$ cat src/rtl/div_pkg.sv
// Shared definitions for the repeated-subtraction divider: default operand
// width and the FSM state encoding used by the control path.
// Optional feature macro: DIV_CYCLE_COUNT_EN (adds the cycle_cnt counter/port).
package div_pkg;

  localparam int DEFAULT_WIDTH = 16;

  typedef enum logic [2:0] {
    IDLE  = 3'd0,
    LDA   = 3'd1,
    LDB   = 3'd2,
    CHECK = 3'd3,
    SUB   = 3'd4,
    DONE  = 3'd5
  } state_t;

endpackage

$ cat src/rtl/repeated_sub_divider_if.sv
// Handshake and operand/result bus of the repeated-subtraction divider.
// master = requester (drives start/data), slave = divider.
// Optional feature macro: DIV_CYCLE_COUNT_EN adds cycle_cnt to the bus.
interface repeated_sub_divider_if #(
  parameter int WIDTH = div_pkg::DEFAULT_WIDTH
) ();

  logic             start;
  logic [WIDTH-1:0] data;
  logic             busy;
  logic             done;
  logic             div_by_zero;
  logic [WIDTH-1:0] quotient;
  logic [WIDTH-1:0] remainder;
`ifdef DIV_CYCLE_COUNT_EN
  logic [WIDTH-1:0] cycle_cnt;

  modport master (
    output start, data,
    input  busy, done, div_by_zero, quotient, remainder, cycle_cnt
  );

  modport slave (
    input  start, data,
    output busy, done, div_by_zero, quotient, remainder, cycle_cnt
  );
`else
  modport master (
    output start, data,
    input  busy, done, div_by_zero, quotient, remainder
  );

  modport slave (
    input  start, data,
    output busy, done, div_by_zero, quotient, remainder
  );
`endif

endinterface

$ cat src/rtl/div_control_path.sv
// Control FSM of the repeated-subtraction divider.
// Sequences IDLE -> LDA -> LDB -> CHECK -> SUB* -> DONE and emits the
// datapath strobes; busy/done are registered alongside the state.
module div_control_path
  import div_pkg::*;
(
  input  logic clk,
  input  logic rst,
  input  logic start,
  input  logic eqz,      // divisor register is zero
  input  logic alb,      // A < B
  input  logic nlt,      // (A - B) < B: this subtraction is the last one
  output logic lda,      // load dividend into A
  output logic ldb,      // load divisor into B, clear Q/flags/counter
  output logic ldq,      // force Q to all ones (divide by zero)
  output logic incq,     // Q <= Q + 1
  output logic subr,     // A <= A - B
  output logic set_dbz,  // raise divide-by-zero flag
  output logic busy,
  output logic done
);

  state_t state_reg;

  // State register with busy/done registered from the next state
  always_ff @(posedge clk) begin
    if (rst) begin
      state_reg <= IDLE;
      busy      <= 1'b0;
      done      <= 1'b0;
    end else begin
      case (state_reg)
        IDLE: begin
          if (start) begin
            state_reg <= LDA;
            busy      <= 1'b1;
            done      <= 1'b0;
          end
        end
        LDA: begin
          state_reg <= LDB;
        end
        LDB: begin
          state_reg <= CHECK;
        end
        CHECK: begin
          if (eqz || alb) begin
            state_reg <= DONE;
            busy      <= 1'b0;
            done      <= 1'b1;
          end else begin
            state_reg <= SUB;
          end
        end
        SUB: begin
          if (nlt) begin
            state_reg <= DONE;
            busy      <= 1'b0;
            done      <= 1'b1;
          end
        end
        DONE: begin
          if (start) begin
            state_reg <= LDA;
            busy      <= 1'b1;
            done      <= 1'b0;
          end
        end
        default: begin
          state_reg <= IDLE;
          busy      <= 1'b0;
          done      <= 1'b0;
        end
      endcase
    end
  end

  // Datapath strobes decoded from the current state and datapath status
  always_comb begin
    lda     = 1'b0;
    ldb     = 1'b0;
    ldq     = 1'b0;
    incq    = 1'b0;
    subr    = 1'b0;
    set_dbz = 1'b0;
    case (state_reg)
      LDA:   lda = 1'b1;
      LDB:   ldb = 1'b1;
      CHECK: begin
        ldq     = eqz;
        set_dbz = eqz;
      end
      SUB: begin
        subr = 1'b1;
        incq = 1'b1;
      end
      default: ;
    endcase
  end

endmodule

$ cat src/rtl/repeated_sub_divider.sv
// Sequential unsigned divider by repeated subtraction.
// Operands arrive serially on the shared data bus (dividend, then divisor);
// the A register becomes the remainder and Q the quotient.
// Optional feature macro: DIV_CYCLE_COUNT_EN adds a SUB-cycle counter on cycle_cnt.
module repeated_sub_divider
  import div_pkg::*;
#(
  parameter int WIDTH = DEFAULT_WIDTH
) (
  input logic                   clk,
  input logic                   rst,
  repeated_sub_divider_if.slave bus
);

  logic [WIDTH-1:0] a_reg;
  logic [WIDTH-1:0] b_reg;
  logic [WIDTH-1:0] q_reg;
  logic             dbz_reg;
  logic [WIDTH-1:0] diff;

  logic eqz, alb, nlt;
  logic lda, ldb, ldq, incq, subr, set_dbz;
  logic busy, done;

  // Subtraction is only committed when A >= B, so diff never wraps when used
  assign diff = a_reg - b_reg;
  assign eqz  = (b_reg == '0);
  assign alb  = (a_reg < b_reg);
  assign nlt  = (diff < b_reg);

  div_control_path u_ctrl (
    .clk     (clk),
    .rst     (rst),
    .start   (bus.start),
    .eqz     (eqz),
    .alb     (alb),
    .nlt     (nlt),
    .lda     (lda),
    .ldb     (ldb),
    .ldq     (ldq),
    .incq    (incq),
    .subr    (subr),
    .set_dbz (set_dbz),
    .busy    (busy),
    .done    (done)
  );

  // Operand, quotient and flag registers driven by the control strobes
  always_ff @(posedge clk) begin
    if (rst) begin
      a_reg   <= '0;
      b_reg   <= '0;
      q_reg   <= '0;
      dbz_reg <= 1'b0;
    end else begin
      if (lda) begin
        a_reg <= bus.data;
      end
      if (ldb) begin
        b_reg   <= bus.data;
        q_reg   <= '0;
        dbz_reg <= 1'b0;
      end
      if (subr) begin
        a_reg <= diff;
      end
      if (incq) begin
        q_reg <= q_reg + 1'b1;
      end
      if (ldq) begin
        q_reg <= '1;
      end
      if (set_dbz) begin
        dbz_reg <= 1'b1;
      end
    end
  end

`ifdef DIV_CYCLE_COUNT_EN
  logic [WIDTH-1:0] cnt_reg;

  // SUB-cycle counter: cleared with the divisor load, held through DONE
  always_ff @(posedge clk) begin
    if (rst) begin
      cnt_reg <= '0;
    end else if (ldb) begin
      cnt_reg <= '0;
    end else if (subr) begin
      cnt_reg <= cnt_reg + 1'b1;
    end
  end

  assign bus.cycle_cnt = cnt_reg;
`endif

  assign bus.busy        = busy;
  assign bus.done        = done;
  assign bus.div_by_zero = dbz_reg;
  assign bus.quotient    = q_reg;
  assign bus.remainder   = a_reg;

endmodule

$ cat src/flat_wrapper.sv
// flat-port wrapper written by rule: the top's interface ports become plain ports
module repeated_sub_divider_flat import div_pkg::*;
#(
  parameter int WIDTH = DEFAULT_WIDTH
)
  (clk, rst, bus_start, bus_data, bus_busy, bus_done, bus_div_by_zero, bus_quotient, bus_remainder);
  repeated_sub_divider_if #(.WIDTH(WIDTH)) bus_i ();
  input logic clk;
  input logic rst;
  input wire logic [$bits(bus_i.start)-1:0] bus_start;
  input wire logic [$bits(bus_i.data)-1:0] bus_data;
  output wire logic [$bits(bus_i.busy)-1:0] bus_busy;
  output wire logic [$bits(bus_i.done)-1:0] bus_done;
  output wire logic [$bits(bus_i.div_by_zero)-1:0] bus_div_by_zero;
  output wire logic [$bits(bus_i.quotient)-1:0] bus_quotient;
  output wire logic [$bits(bus_i.remainder)-1:0] bus_remainder;
  assign bus_i.start = bus_start;
  assign bus_i.data = bus_data;
  assign bus_busy = bus_i.busy;
  assign bus_done = bus_i.done;
  assign bus_div_by_zero = bus_i.div_by_zero;
  assign bus_quotient = bus_i.quotient;
  assign bus_remainder = bus_i.remainder;
  repeated_sub_divider #(.WIDTH(WIDTH)) u_core (.clk(clk), .rst(rst), .bus(bus_i));
endmodule
$ cat config.mk
export PLATFORM = sky130hd
export DESIGN_NAME = repeated_sub_divider_flat
export DESIGN_NICKNAME = d
export VERILOG_FILES = /design/src/rtl/div_pkg.sv /design/src/rtl/repeated_sub_divider_if.sv /design/src/rtl/div_control_path.sv /design/src/rtl/repeated_sub_divider.sv /design/src/flat_wrapper.sv
export SDC_FILE = /design/constraint.sdc
export NUM_CORES = 1
export LEC_CHECK = 0
export BUFFER_PORTS_ARGS = -buffer_cell sky130_fd_sc_hd__buf_2
export CORE_MARGIN = 5
export CORE_UTILIZATION = 50
export DETAILED_ROUTE_END_ITERATION = 6
export PLACE_DENSITY = 0.71
export SLEW_MARGIN = 20
export SYNTH_ARGS = -nofsm -noshare
export SYNTH_HDL_FRONTEND = slang
export SYNTH_HIERARCHICAL = 1
export SYNTH_SLANG_ARGS = --single-unit
$ cat constraint.sdc
create_clock -name clk -period 8.05 [get_ports clk]
set_clock_uncertainty 0.05 [all_clocks]
set_input_delay 0.805 -clock clk [delete_from_list [all_inputs] [get_ports clk]]
set_output_delay 0.805 -clock clk [all_outputs]
set_load 0.02 [all_outputs]
==> flow_summary.json <==
{
  "outcome": "completed",
  "die_h_um": 95.5,
  "ctsHoldBuffers": 0,
  "num-fill-cells": 695,
  "place.detailed.hpwl_um": 6850,
  "finalInstanceArea_um2": 4060,
  "finalSetupViolCount": 0,
  "endpoint_kind": "flip-flop",
  "final_common_cell": "nor2_1",
  "tritoncts": "built",
  "critPathKind": "flip-flop to flip-flop",
  "cts-root-buf": "clkbuf_8",
  "synth_area_per_cell_um2": 8.17,
  "gp_congestion": 0.964,
  "placedInstanceArea_um2": 3960,
  "antenna_found_initial": 0,
  "ys.flop_type": "dfxtp_1",
  "hold_class": "flip-flop to flip-flop",
  "grt_start_max_net_pins": 56,
  "dr_total_vias": 3362,
  "fin_tns_setup_ps": 0,
  "slowest_delay_ps": 430,
  "worstPathCellList": "ha_1, inv_1, fa_1, a21o_2, a311o_1, a21boi_1, a21o_1, xnor2_1, ha_1, nand4_1, nor2_1, nor3_1, o211ai_1, a221oi_1, mux2_4, a211oi_1, a2111oi_2",
  "hold_depth": 2,
  "post-route-min-period_ps": 4140,
  "clkPwrFrac_pct": 8.4,
  "ios": 54,
  "cts.path.max_buffers": 2,
  "finalCritPeriodShare_pct": 51.4,
  "cp_data_arrival_time_ps": 4300,
  "rr_startpoint": "u_core/b_reg[0]$_SDFFE_PP0P_",
  "r2r_slack_ps": 3910,
  "die_x_um": 95.5,
  "ys_seq_area_share_pct": 29.6,
  "critPathLaunchType": "flip-flop",
  "die_area_um2": 9110,
  "ys_seq_elements": 54,
  "relSlewSlack_pct": 46.8,
  "cts_resized": 0,
  "hp-start": "u_core/bus.quotient[10]$_SDFFE_PP0P_",
  "row_count": 31,
  "syn_nets": 500,
  "finalHoldViolCount": 0,
  "synth-edff-count": 0,
  "cts_sinks": 54,
  "switchingPower_uw": 908,
  "grt_pass1_wl_um": 15500,
  "required_ps": 8210,
  "rsz0062_at_grt": "false",
  "vias_per_cell": 5.73,
  "power_density_nw_per_um2": 459,
  "overflow": 0,
  "routed_wl_um": 9290,
  "critical_path.most_common_cell": "ha_1",
  "multiInputGateArea_um2": 2350,
  "clk_latency_ps": 300,
  "drv_slew": 0,
  "dr.first_iter.drc_count": 157,
  "ir_drop_v": 0.000258,
  "synthToLayoutAreaGrowth_pct": 11.0,
  "netlist_instances": 447,
  "clk_pin_slew_ps": 100,
  "p_seq_share_pct": 21.0,
  "mostFrequentLayoutCells": "nor2_1 (59), dfxtp_1 (54), buf_2 (53), a21oi_1 (40), ha_1 (33)",
  "drv_cap": 0,
  "start_util_pct": 50.9,
  "grt_pass1_vias": 3339,
  "regArea_um2": 1080,
  "swShare_pct": 48.8,
  "worstMarginPinSlew_ps": 796,
  "syn_area_um2": 3650,
  "total_power_uw": 1860,
  "max_freq_ghz": 0.242,
  "dr.pass1.iters": 4,
  "p_int_uw": 953,
  "holdWs_ps": 464,
  "cp_max_fo": 4,
  "final_antenna_net_count": 0,
  "diodes": 0,
  "ys_warn_count": 6,
  "drc": 0,
  "grt_usage_pct": 21.3,
  "yosysUniqueCellTypes": 60,
  "cp-startpoint": "u_core/b_reg[0]$_SDFFE_PP0P_",
  "numPortBuffers": 53,
  "async_flop_share_pct": 0,
  "leakage_uw": 0.00172,
  "cts_setup_buffers": 0,
  "htree_levels": 2,
  "p_comb_share_pct": 70.6,
  "routedWlPerCell_um": 15.8,
  "numCtsBuffers": 5,
  "core_um2": 7180,
  "finish.net_count": 540,
  "cpMaxStageDelayCell": "a221oi_1",
  "r2r_cells": 17,
  "drive_gt1_share_pct": 15.4
}
## final timing paths
path                                                        endpoint
worst min register to register  u_core/bus.quotient[10]$_SDFFE_PP0P_
worst max-delay path                 u_core/u_ctrl/done$_SDFFE_PP0P_
worst max register to register       u_core/u_ctrl/done$_SDFFE_PP0P_
worst min-delay path            u_core/bus.quotient[10]$_SDFFE_PP0P_
## worst max-delay path: cells and delay by family, from the launching register on
family                   cells  cell delay, ps
XOR/XNOR                     1             170
adder cells (fa/ha/maj)      3             930
AND/OR/NAND/NOR              3             300
flip-flops                   1             400
buffers and inverters        1              70
multiplexers                 1             230
AO/OA/AOI/OAI                8            1900
## layer usage
layer  global-route usage, %  vias up  share of wire (%)
met2                    37.4       81                 48
met5                       0        -                  0
met4                    7.58        0                2.4
met1                    26.3     1585                 46
li1                        -     1679                  -
met3                    3.16       17                3.9
## cell usage after synthesis (2+ instances only)
| library cell | number | area, µm² |
|---|---|---|
| xnor2_1 | 10 | 87.6 |
| nand3b_1 | 2 | 15.0 |
| a211o_1 | 2 | 17.5 |
| a221oi_1 | 4 | 35.0 |
| o22ai_1 | 2 | 12.5 |
| o21ai_1 | 2 | 10.0 |
| and3_1 | 4 | 25.0 |
| nor4_1 | 7 | 43.8 |
| ha_1 | 33 | 413 |
| o2111a_1 | 2 | 22.5 |
| nand2_1 | 26 | 97.6 |
| o21bai_1 | 2 | 15.0 |
| nand4_1 | 7 | 43.8 |
| buf_1 | 4 | 15.0 |
| a21o_1 | 4 | 30.0 |
| or4_1 | 2 | 15.0 |
| o211a_1 | 3 | 30.0 |
| clkinv_1 | 2 | 7.51 |
| o21ai_0 | 18 | 90.1 |
| and2_1 | 3 | 18.8 |
| dfxtp_1 | 54 | 1080 |
| nand3_1 | 6 | 30.0 |
| a21oi_1 | 40 | 200 |
| o211ai_1 | 2 | 15.0 |
| clkbuf_1 | 16 | 60.1 |
| mux2i_1 | 30 | 300 |
| a211oi_1 | 8 | 60.1 |
| inv_1 | 28 | 105 |
| nand2b_1 | 2 | 12.5 |
| nor2b_1 | 3 | 18.8 |
| nor2_1 | 59 | 221 |
| buf_4 | 2 | 15.0 |
| o21a_1 | 8 | 60.1 |
| buf_6 | 2 | 22.5 |
| a31oi_1 | 10 | 62.6 |
| xor2_1 | 7 | 61.3 |
| nor3_1 | 8 | 40.0 |
## final cells by class
cell class,count,share of cell area (%)
Timing Repair Buffer,57,7.28
Tap cell,99,3.05
Clock buffer,7,2.13
Clock inverter,1,0.123
Sequential cell,54,26.7
Inverter,30,2.78
Multi-Input combinational cell,339,58.0
## power by group through the flow
stage	Sequential (µW)	Combinational [µW]	Clock, µW
2_1_floorplan	423	959	0
3_3_place_gp	395	1280	0
3_5_place_dp	396	1290	0
4_1_cts	391	1300	164
5_1_grt	402	1470	173
6_report	391	1310	157
## metrics by stage
stage	cells	utilization [%]	setup WS, ps
global placement	579	55.2	4110
CTS	587	56.5	3960
floorplan	447	-	4280
global route	587	56.5	3560
detailed placement	579	55.2	3990
finish	587	56.5	3910
## cells by family after synthesis
group / synth area share (%)
adders and majority gates: 11.9
and+or+nand+nor: 17.9
muxes: 8.94
DFF: 29.6
AOI/OAI and AO/OA: 21.5
buffers and inverters: 6.17
xor gates and xnor gates: 4.08
(Power assumes the default switching activity.)
